## src/rtl/grant_owner_pkg.sv

```systemverilog
// Shared types and defaults for the bus ownership controller.
package grant_owner_pkg;

  typedef enum logic [1:0] {
    IDLE = 2'd0,
    OWN  = 2'd1,
    GAP  = 2'd2
  } state_e;

  localparam int DEF_N          = 4;
  localparam int DEF_MAX_HOLD   = 16;
  localparam int DEF_GAP_CYCLES = 1;

  // Width needed to count 0..max_hold inclusive.
  function automatic int cnt_width(input int max_hold);
    if (max_hold < 1) begin
      return 1;
    end else begin
      return $clog2(max_hold + 1);
    end
  endfunction

endpackage

```

## src/rtl/grant_owner_ctrl_tenure_counter.sv

```systemverilog
// Tenure counter: tracks how long the current owner has held the bus.
// Loads 1 on capture, increments while owned, saturates at MAX_HOLD.
module tenure_counter
  import grant_owner_pkg::*;
#(
  parameter int MAX_HOLD = DEF_MAX_HOLD,
  parameter int CW       = cnt_width(DEF_MAX_HOLD)
) (
  input  logic          clk,
  input  logic          reset,
  input  logic          load_i,
  input  logic          inc_i,
  input  logic          clr_i,
  output logic [CW-1:0] cnt_o,
  output logic          limit_hit_o
);

  logic [CW-1:0] cnt_q;
  logic [CW-1:0] cnt_d;

  // Next count: clear beats load beats increment; increment stops at the limit.
  always_comb begin
    cnt_d = cnt_q;
    if (clr_i) begin
      cnt_d = '0;
    end else if (load_i) begin
      cnt_d = CW'(1);
    end else if (inc_i && (cnt_q != CW'(MAX_HOLD))) begin
      cnt_d = cnt_q + CW'(1);
    end else begin
      cnt_d = cnt_q;
    end
  end

  // Count register with synchronous reset.
  always_ff @(posedge clk) begin
    if (reset) begin
      cnt_q <= '0;
    end else begin
      cnt_q <= cnt_d;
    end
  end

  assign cnt_o       = cnt_q;
  assign limit_hit_o = (cnt_q == CW'(MAX_HOLD));

endmodule

```

## src/rtl/grant_owner_ctrl.sv

```systemverilog
// Ownership controller around an external daisy-chain arbiter: gates requests,
// registers the one-hot grant as ownership, enforces a tenure limit, inserts a
// turnaround gap and masks a preempted owner for one round.
module grant_owner_ctrl
  import grant_owner_pkg::*;
#(
  parameter int  N          = DEF_N,
  parameter int  MAX_HOLD   = DEF_MAX_HOLD,
  parameter int  GAP_CYCLES = DEF_GAP_CYCLES,
  localparam int CW         = cnt_width(MAX_HOLD)
) (
  input  logic          clk,
  input  logic          reset,
  input  logic [0:N-1]  req,
  output logic [0:N-1]  arb_req,
  input  logic [0:N-1]  arb_gnt,
  output logic [0:N-1]  own,
  output logic          busy,
  output logic          preempt,
  output logic [CW-1:0] hold_cnt,
  output logic          err
);

  localparam int GW = (GAP_CYCLES > 1) ? $clog2(GAP_CYCLES) : 1;

  state_e        state_q, state_d;
  logic [0:N-1]  own_q, own_d;
  logic [0:N-1]  mask_q, mask_d;
  logic          preempt_q, preempt_d;
  logic          busy_q, busy_d;
  logic          err_q, err_d;
  logic [GW-1:0] gap_cnt_q, gap_cnt_d;

  logic [0:N-1]  mask_eff_s;
  logic          seen_s, multi_hot_s, foreign_s, grant_bad_s;
  logic          owner_req_s, limit_hit_s;
  logic          cnt_load_s, cnt_inc_s, cnt_clr_s;

  // Request gating toward the arbiter and health checks on its grant.
  always_comb begin
    if ((req & ~mask_q) == '0) begin
      mask_eff_s = '0;
    end else begin
      mask_eff_s = mask_q;
    end
    if ((state_q == IDLE) && !reset) begin
      arb_req = req & ~mask_eff_s;
    end else begin
      arb_req = '0;
    end
    seen_s      = 1'b0;
    multi_hot_s = 1'b0;
    for (int i = 0; i < N; i++) begin
      multi_hot_s = multi_hot_s | (seen_s & arb_gnt[i]);
      seen_s      = seen_s | arb_gnt[i];
    end
    foreign_s   = |(arb_gnt & ~arb_req);
    grant_bad_s = multi_hot_s | foreign_s;
    owner_req_s = |(req & own_q);
  end

  // Next-state logic.
  always_comb begin
    state_d = state_q;
    case (state_q)
      IDLE: begin
        if (!grant_bad_s && (arb_gnt != '0)) begin
          state_d = OWN;
        end else begin
          state_d = IDLE;
        end
      end
      OWN: begin
        if (!owner_req_s || limit_hit_s) begin
          state_d = GAP;
        end else begin
          state_d = OWN;
        end
      end
      GAP: begin
        if (gap_cnt_q == '0) begin
          state_d = IDLE;
        end else begin
          state_d = GAP;
        end
      end
      default: state_d = IDLE;
    endcase
  end

  // Datapath updates per state: ownership, mask, gap count, preempt, err, tenure.
  always_comb begin
    own_d      = own_q;
    mask_d     = mask_q;
    preempt_d  = 1'b0;
    err_d      = err_q;
    gap_cnt_d  = gap_cnt_q;
    cnt_load_s = 1'b0;
    cnt_inc_s  = 1'b0;
    cnt_clr_s  = 1'b0;
    case (state_q)
      IDLE: begin
        if (grant_bad_s) begin
          err_d = 1'b1;
        end else if (arb_gnt != '0) begin
          own_d      = arb_gnt;
          mask_d     = '0;
          cnt_load_s = 1'b1;
        end else begin
          own_d = '0;
        end
      end
      OWN: begin
        if (!owner_req_s) begin
          own_d     = '0;
          gap_cnt_d = GW'(GAP_CYCLES - 1);
          cnt_clr_s = 1'b1;
        end else if (limit_hit_s) begin
          own_d     = '0;
          gap_cnt_d = GW'(GAP_CYCLES - 1);
          cnt_clr_s = 1'b1;
          preempt_d = 1'b1;
          mask_d    = own_q;
        end else begin
          cnt_inc_s = 1'b1;
        end
      end
      GAP: begin
        own_d = '0;
        if (gap_cnt_q == '0) begin
          gap_cnt_d = gap_cnt_q;
        end else begin
          gap_cnt_d = gap_cnt_q - GW'(1);
        end
      end
      default: begin
        own_d     = '0;
        cnt_clr_s = 1'b1;
      end
    endcase
    busy_d = (state_d != IDLE);
  end

  // State and output registers with synchronous reset.
  always_ff @(posedge clk) begin
    if (reset) begin
      state_q   <= IDLE;
      own_q     <= '0;
      mask_q    <= '0;
      preempt_q <= 1'b0;
      busy_q    <= 1'b0;
      err_q     <= 1'b0;
      gap_cnt_q <= '0;
    end else begin
      state_q   <= state_d;
      own_q     <= own_d;
      mask_q    <= mask_d;
      preempt_q <= preempt_d;
      busy_q    <= busy_d;
      err_q     <= err_d;
      gap_cnt_q <= gap_cnt_d;
    end
  end

  tenure_counter #(
    .MAX_HOLD (MAX_HOLD),
    .CW       (CW)
  ) u_tenure (
    .clk         (clk),
    .reset       (reset),
    .load_i      (cnt_load_s),
    .inc_i       (cnt_inc_s),
    .clr_i       (cnt_clr_s),
    .cnt_o       (hold_cnt),
    .limit_hit_o (limit_hit_s)
  );

  assign own     = own_q;
  assign busy    = busy_q;
  assign preempt = preempt_q;
  assign err     = err_q;

endmodule

```

## config.mk

```make
export PLATFORM = sky130hd
export DESIGN_NAME = grant_owner_ctrl
export DESIGN_NICKNAME = d
export VERILOG_FILES = /design/src/rtl/grant_owner_pkg.sv /design/src/rtl/grant_owner_ctrl_tenure_counter.sv /design/src/rtl/grant_owner_ctrl.sv
export SDC_FILE = /design/constraint.sdc
export NUM_CORES = 1
export LEC_CHECK = 0
export CELL_PAD_IN_SITES_DETAIL_PLACEMENT = 0
export CELL_PAD_IN_SITES_GLOBAL_PLACEMENT = 1
export CORE_UTILIZATION = 25
export CTS_CLUSTER_DIAMETER = 100
export DETAILED_ROUTE_END_ITERATION = 12
export DONT_BUFFER_PORTS = 1
export PLACE_DENSITY = 0.49
export SETUP_SLACK_MARGIN = 0.5
export SYNTH_ARGS = -nofsm -noshare
export SYNTH_HDL_FRONTEND = slang
export SYNTH_SLANG_ARGS = --single-unit
```

## constraint.sdc

```tcl
create_clock -name clk -period 4.9 [get_ports clk]
set_input_delay 0.49 -clock clk [delete_from_list [all_inputs] [get_ports clk]]
set_output_delay 0.49 -clock clk [all_outputs]
set_load 0.03 [all_outputs]
```

==> results of run 1 <==
==> sequential cells by signal (all words and copies together) (netlist names) <==
name and count:
u_tenure.cnt_o 5, state_q 2, preempt 1, mask_q 4
own 4, busy 1, err 1
==> power breakdown <==
part	internal, mW	switching [mW]	leakage [nW]	total, mW
sequential	0.149	0.00815	0.146	0.157
clock	0.0713	0.0492	0.0288	0.121
combinational	0.0156	0.0221	0.191	0.0377
==> stage by stage <==
| stage | instance area (µm²) | util | hold slack (ns) | worst slack [ns] |
|---|---|---|---|---|
| after CTS | 1180 | 0.2887 | 0.2842 | 2.545 |
| after global routing | 1180 | 0.2887 | 0.2801 | 2.381 |
| after detailed placement | 1125 | 0.2753 | 0.5119 | 2.628 |
| after global placement | 1125 | 0.2753 | 0.5088 | 2.620 |
| final | 1180 | 0.2887 | 0.2951 | 2.576 |
| after floorplan | 1090 | - | 0.4819 | 2.804 |
==> area by class of cell <==
| class | instances | area [µm²] | area share |
|---|---|---|---|
| Multi-Input combinational cell | 94 | 690.7 | 0.5854 |
| Inverter | 3 | 11.26 | 0.009544 |
| Sequential cell | 18 | 360.3 | 0.3054 |
| Tap cell | 50 | 62.56 | 0.05302 |
| Clock buffer | 4 | 55.05 | 0.04666 |
==> layout by cell type, fill, tap and decap left out, drive strengths merged <==
cell type,instances
nand3b,5
nor3,4
or3,2
or4b,2
nand2b,9
dfxtp,18
o211ai,1
nand3,2
a221oi,1
o32ai,1
nand4,2
and4b,1
o2bb2ai,4
mux2i,1
or2b,1
maj3,2
nor2b,3
inv,3
a2111oi,1
xnor2,1
nand2,5
ha,2
o221ai,1
a21boi,2
and3b,1
nand4bb,2
o31a,1
a211o,1
a22oi,2
a21oi,6
o22ai,5
o31ai,1
a41oi,2
nor2,6
xor2,3
clkbuf,4
nor3b,3
o21ai,7
nor4b,1
==> cells by family after synthesis <==
| logic type | count (synthesis) |
|---|---|
| adders and majority gates | 4 |
| AOI/OAI and AO/OA | 36 |
| muxes | 1 |
| DFF | 18 |
| and+or+nand+nor | 49 |
| buffers and inverters | 8 |
| xor gates and xnor gates | 4 |
==> final timing paths <==
path,from,end,slack (ns),cells past startpoint
hold / removal,reset,state_q[0]$_SDFF_PP0_,0.30,1
setup / recovery,mask_q[1]$_SDFFE_PP0P_,arb_req[2],2.58,3
hold reg to reg,mask_q[3]$_SDFFE_PP0P_,mask_q[3]$_SDFFE_PP0P_,0.53,2
setup reg to reg,u_tenure.cnt_o[0]$_SDFFE_PP0P_,u_tenure.cnt_o[4]$_SDFFE_PP0P_,2.62,8
==> worst max-delay path: stages, from the launching register on <==
cell and delay [ns]:
dfxtp_1 0.37, nand2b_1 0.23, a41oi_1 0.22, nor3_1 0.75
==> per-layer routing <==
metal,vias to the layer above,share of wire,track usage
met5,-,0,0
met4,0,0.0073,0.05729
met3,2,0.088,0.04333
met2,22,0.42,0.1863
met1,427,0.48,0.1832
li1,454,-,-
==> metrics.md, run 1 <==
| Metric | Value |
|---|---|
| Post-DP HPWL | between 2 and 2.5 mm |
| Ant. Diodes | 0 |
| # rows | 23 |
| Area grow syn2layout | 8.266% |
| Setup total negative slack | 0 ns |
| Effective utilization at floorplan | 0.2667 |
| Synth top area share | 0.3307 |
| Synth Area in Adders | 0.04133 |
| First-pass GRT wire length | between 4 and 5 mm |
| Commonest cells post-synth | 18 x dfxtp_1, 9 x nand2b_1, 7 x o21ai_0 |
| Total CTS buffers | 3 |
| Final ANT Viol Nets | 0 |
| Hold Crit Class | in -> reg |
| Peak supply drop | between 0.07 and 0.08 mV |
| Area of the core | between 4000 and 5000 µm² |
| Fin crit share | 0.4743 |
| CTS root buf | clkbuf_8 |
| CTS tree | built |
| Setup Buffers After CTS | 0 |
| Routed via count | approximately 910 |
| Ys flop type | dfxtp_1 |
| Pleak | around 0.37 nW |
| Worst Skew | between 0.007 and 0.008 ns |
| Mux cell area share after synthesis | 0.009185 |
| Routed wire per std cell | between 15 and 20 µm |
| Clock Latency Late Sink | 0.25 ns |
| Post-Synth Simple-Gate Area | 0.3123 |
| Synthesized Nets | 132 |
| Largest net degree at the start of global routing | 25 |
| Post-Synth XOR/XNOR Area | 0.03215 |
| Power Density | 267.3 nW/µm² |
| Inst Count DP | 165 |
| Syn Area/Cell | slightly above 9 µm² |
| Die Wd | 68.03 µm |
| Area fraction in compound gates after synthesis | 0.2388 |
| Yosys cell types | 44 |
| Max-slew violations | 0 |
| Final wirelength | roughly 2.8 mm |
| GR Overflow Total | 0 |
| Tot Pwr | approximately 320 µW |
| FFs w/ async S/R, synth | 0 |
| Maxcap violations | 0 |
| Critical path launch point type | flop |
| Port bufs | 0 |
| Syn Inst Count | 120 |
| Fill cell count | ~450 |
| Drc violations | 0 |
| Initial antenna violation count | 0 |
| Cell taking the most area after synthesis | dfxtp_1 |
| DRT Pass-1 Iters | 4 |
| RSZ-0062 raised after global routing | no |
| GPL Wtd Cong | between 0.7 and 0.8 |
| CP arrival | ~1.8 ns |
| Share of layout cells above drive strength 1 | 0.08403 |
| Hold Vio Cnt, Final | 0 |
| Largest family of logic cells by synthesized area | simple AND/OR/NAND/NOR gates |
| Part of the Yosys area used for sequential elements | 0.3307 |
| CTS Sinks | 18 |
| Status | finished, final reports clean |
| Most common cell in the netlist | dfxtp_1 |
| Number of global-route vias before repair | 900 |
| Post-Syn Area | between 1000 and 1500 µm² |
| Avg Vias per Cell | roughly 5.4 |
| Final std cells w/o fill | roughly 170 |
| Hold-fix buffers, CTS | 0 |
| Clk pin slew, worst setup/hold paths | around 0.070 ns |
| FMAX | about 430 MHz |
| Die Y | about 68 µm |
| Ranking of synthesized cells by area | dfxtp_1 33%, nand2b_1 5.2%, nand3b_1 3.4% |
| Fin crit period | around 2.3 ns |
| Yosys reg bits | 18 |
| CTS max path bufs | 2 |
| Tot GR Track Use | 0.1330 |
| CP Class | reg -> out |
| WP data required | around 4.4 ns |
| Final setup viols | 0 |
| Yosys warning total | 0 |
| Nets@finish | between 100 and 150 |
| Worst-path fanout max | 6 |
| Worst slew pin tran | between 0.9 and 1 ns |
| Io pins | 26 |
| Worst slew margin | 0.3800 |
| Number of synthesized flops with an enable pin | 0 |
| First DRT Iteration DRCs | 60 |
| Crit path capture type | output pin |
| Post-CTS Resized | 0 |
| CTS H-tree depth | 1 |
| Die area | 4627 µm² |
Power figures use the tool's default switching activity.
==> run 2: changes to the inputs <==
--- a/config.mk
+++ b/config.mk
@@ -11,7 +11,7 @@
 export CTS_CLUSTER_DIAMETER = 100
 export DETAILED_ROUTE_END_ITERATION = 12
 export DONT_BUFFER_PORTS = 1
-export PLACE_DENSITY = 0.49
+export PLACE_DENSITY = 0.51
 export SETUP_SLACK_MARGIN = 0.5
 export SYNTH_ARGS = -nofsm -noshare
 export SYNTH_HDL_FRONTEND = slang
==> constraint.sdc (replaced) <==
create_clock -name clk -period 2 [get_ports clk]
set_input_delay 0.2 -clock clk [delete_from_list [all_inputs] [get_ports clk]]
set_output_delay 0.2 -clock clk [all_outputs]
set_load 0.03 [all_outputs]
==> metrics.md, run 2 (same netlist as run 1, synthesis figures left out) <==
| Metric | Value |
|---|---|
| Total CTS buffers | 3 (unchanged) |
| Area of the core | 4086 µm² (unchanged) |
| Register Area | 372.9 µm² (was 360.3 µm²) |
| Port bufs | 0 (unchanged) |
| FMAX | 532.3 MHz |
| Die Wd | 68.03 µm (unchanged) |
| Status | finished, final reports clean (unchanged) |
| WP data required | 2.16 ns (was 4.41 ns) |
| Core Util, Final | 0.3993 (was 0.2887) |
| Most frequent cells in the layout | 25 x buf_4, 10 x dfxtp_1, 7 x o21ai_0, 7 x dfxtp_2, 6 x nor2_1 (was 18 x dfxtp_1, 9 x nand2b_1, 7 x o21ai_0, 6 x a21oi_1, 6 x nor2_1) |
| Share of layout cells above drive strength 1 | 0.4832 (was 0.08403) |
| Fill cell count | 417 (was 446) |
| Placed Area | 1316 µm² (was 1125 µm²) |
| Area grow syn2layout | 49.71% (was 8.266%) |
| Clock Latency Late Sink | 0.25 ns (about the same) |
| Hold Crit Class | in -> reg (unchanged) |
| Effective utilization at floorplan | 0.2667 (unchanged) |
| Post-DP HPWL | 2.296 mm (was 2.182 mm) |
| Drc violations | 0 (unchanged) |
| Tot GR Track Use | 0.1432 (was 0.1330) |
| CTS max path bufs | 2 (unchanged) |
| DRT Pass-1 Iters | 4 (unchanged) |
| Critical path launch point type | flop (unchanged) |
| Initial antenna violation count | 0 (unchanged) |
| Largest net degree at the start of global routing | 25 (unchanged) |
| First DRT Iteration DRCs | 49 (was 60) |
| Peak supply drop | 0.1996 mV (was 0.07625 mV) |
| CP arrival | 2.04 ns (was 1.83 ns) |
| Final ANT Viol Nets | 0 (unchanged) |
| Setup total negative slack | 0 ns (unchanged) |
| Die Y | 68.03 µm (unchanged) |
| RSZ-0062 raised after global routing | yes (was no) |
| Hold Vio Cnt, Final | 0 (unchanged) |
| GR Overflow Total | 0 (unchanged) |
| Worst slew margin | 0.7148 (was 0.3800) |
| First-pass GRT wire length | 4.836 mm (was 4.560 mm) |
| Number of global-route vias before repair | 977 (was 900) |
| CP Class | reg -> reg (was reg -> out) |
| Worst Skew | 0.003951 ns (was 0.007352 ns) |
| Worst-path fanout max | 4 (was 6) |
| Fin area | 1632 µm² (was 1180 µm²) |
| Area of the multi-input gates | 887.1 µm² (was 690.7 µm²) |
| Maxcap violations | 0 (unchanged) |
| Worst slew pin tran | 0.4278 ns (was 0.9229 ns) |
| Clk pin slew, worst setup/hold paths | 0.07 ns (about the same) |
| Max-slew violations | 0 (unchanged) |
| Max FFs per register | 5 (unchanged) |
| CTS Sinks | 18 (unchanged) |
| Ant. Diodes | 0 (unchanged) |
| Crit path capture type | flop (was output pin) |
| CTS tree | built (unchanged) |
| Routed wire per std cell | 15.75 µm (was 16.29 µm) |
| # rows | 23 (unchanged) |
| Avg Vias per Cell | 5.181 (was 5.355) |
| Final setup viols | 0 (unchanged) |
| Final wirelength | 3.134 mm (was 2.753 mm) |
| Io pins | 26 (unchanged) |
| CTS root buf | clkbuf_8 (unchanged) |
| Pleak | 0.5701 nW (was 0.3656 nW) |
| Power Density | 520.8 nW/µm² (was 267.3 nW/µm²) |
| Nets@finish | 162 (was 132) |
| GPL Wtd Cong | 0.8750 (was 0.7307) |
| CTS H-tree depth | 1 (unchanged) |
| Die area | 4627 µm² (unchanged) |
| Most common cell after layout, fill and taps aside | buf_4 (was dfxtp_1) |
| Fin crit period | around 1.9 ns |
| Routed via count | 1,031 (was 905) |
| Fin crit share | 0.9394 |
==> run 2: cell types whose count changed in the layout (fill, tap and decap cells not counted), moves of 3 or more <==
cell      change
dfxtp_2       +7
nand2b_4      +3
o22ai_1       -4
nand2b_1      -4
buf_4        +25
dfxtp_1       -8
buf_6         +4
nor3_1        -3
o22ai_2       +3
==> run 2: final timing paths <==
path                           from                endpoint  depth (start not counted)  slack [ns]
max           state_q[1]$_SDFF_PP0_   state_q[0]$_SDFF_PP0_                          5        0.12
min                           reset         busy$_SDFF_PP0_                          1        0.02
max reg2reg   state_q[1]$_SDFF_PP0_   state_q[0]$_SDFF_PP0_                          5        0.12
min reg2reg  mask_q[3]$_SDFFE_PP0P_  mask_q[3]$_SDFFE_PP0P_                          2        0.52
==> run 2: worst max-delay path: stages (launching register included) <==
cell,delay (ns)
dfxtp_2,0.34
or4b_4,0.52
and4b_1,0.33
o22ai_4,0.12
nand4bb_4,0.25
a221oi_2,0.22
==> run 2: what timing repair did <==
item                                    in CTS  in global routing
buffers inserted                             4                  6
hold buffers                                 1                  0
endpoints found under the setup margin      20                 20
gates resized for setup                     26                 14
pin swaps                                    4                 11
hold endpoints to repair                     1                  0
==> run 2: through the flow <==
stage | setup WS (ns) | cells | power (mW) | hold slack [ns]
floorplan | 0.1648 | 120 | 0.4864 | 0.3169
global placement | 0.003457 | 184 | 0.5197 | 0.2713
detailed placement | 0.03239 | 184 | 0.5182 | 0.2713
CTS | 0.1120 | 193 | 0.8433 | 0.007987
global route | 0.02028 | 199 | 0.8902 | 0.002604
finish | 0.1212 | 199 | 0.8497 | 0.01593
==> run 2: power breakdown <==
part	leakage, nW	switching [mW]	internal, mW
clock network	0.0288	0.125	0.175
registers	0.150	0.00906	0.364
logic	0.391	0.0913	0.0856
==> run 2: area by class of cell <==
class	count	area share
inverters	3	0.006902
repair buffers	30	0.1488
multi-input cells	94	0.5437
well taps	50	0.03834
flip-flops and latches	18	0.2285
clock buffers	4	0.03374
==> run 2: routing by layer <==
| layer | GRT usage | routed length, µm |
|---|---|---|
| met5 | 0 | 0 |
| met4 | 0.04688 | 18 |
| met3 | 0.04000 | 210 |
| met2 | 0.1973 | 1353 |
| met1 | 0.2090 | 1551 |
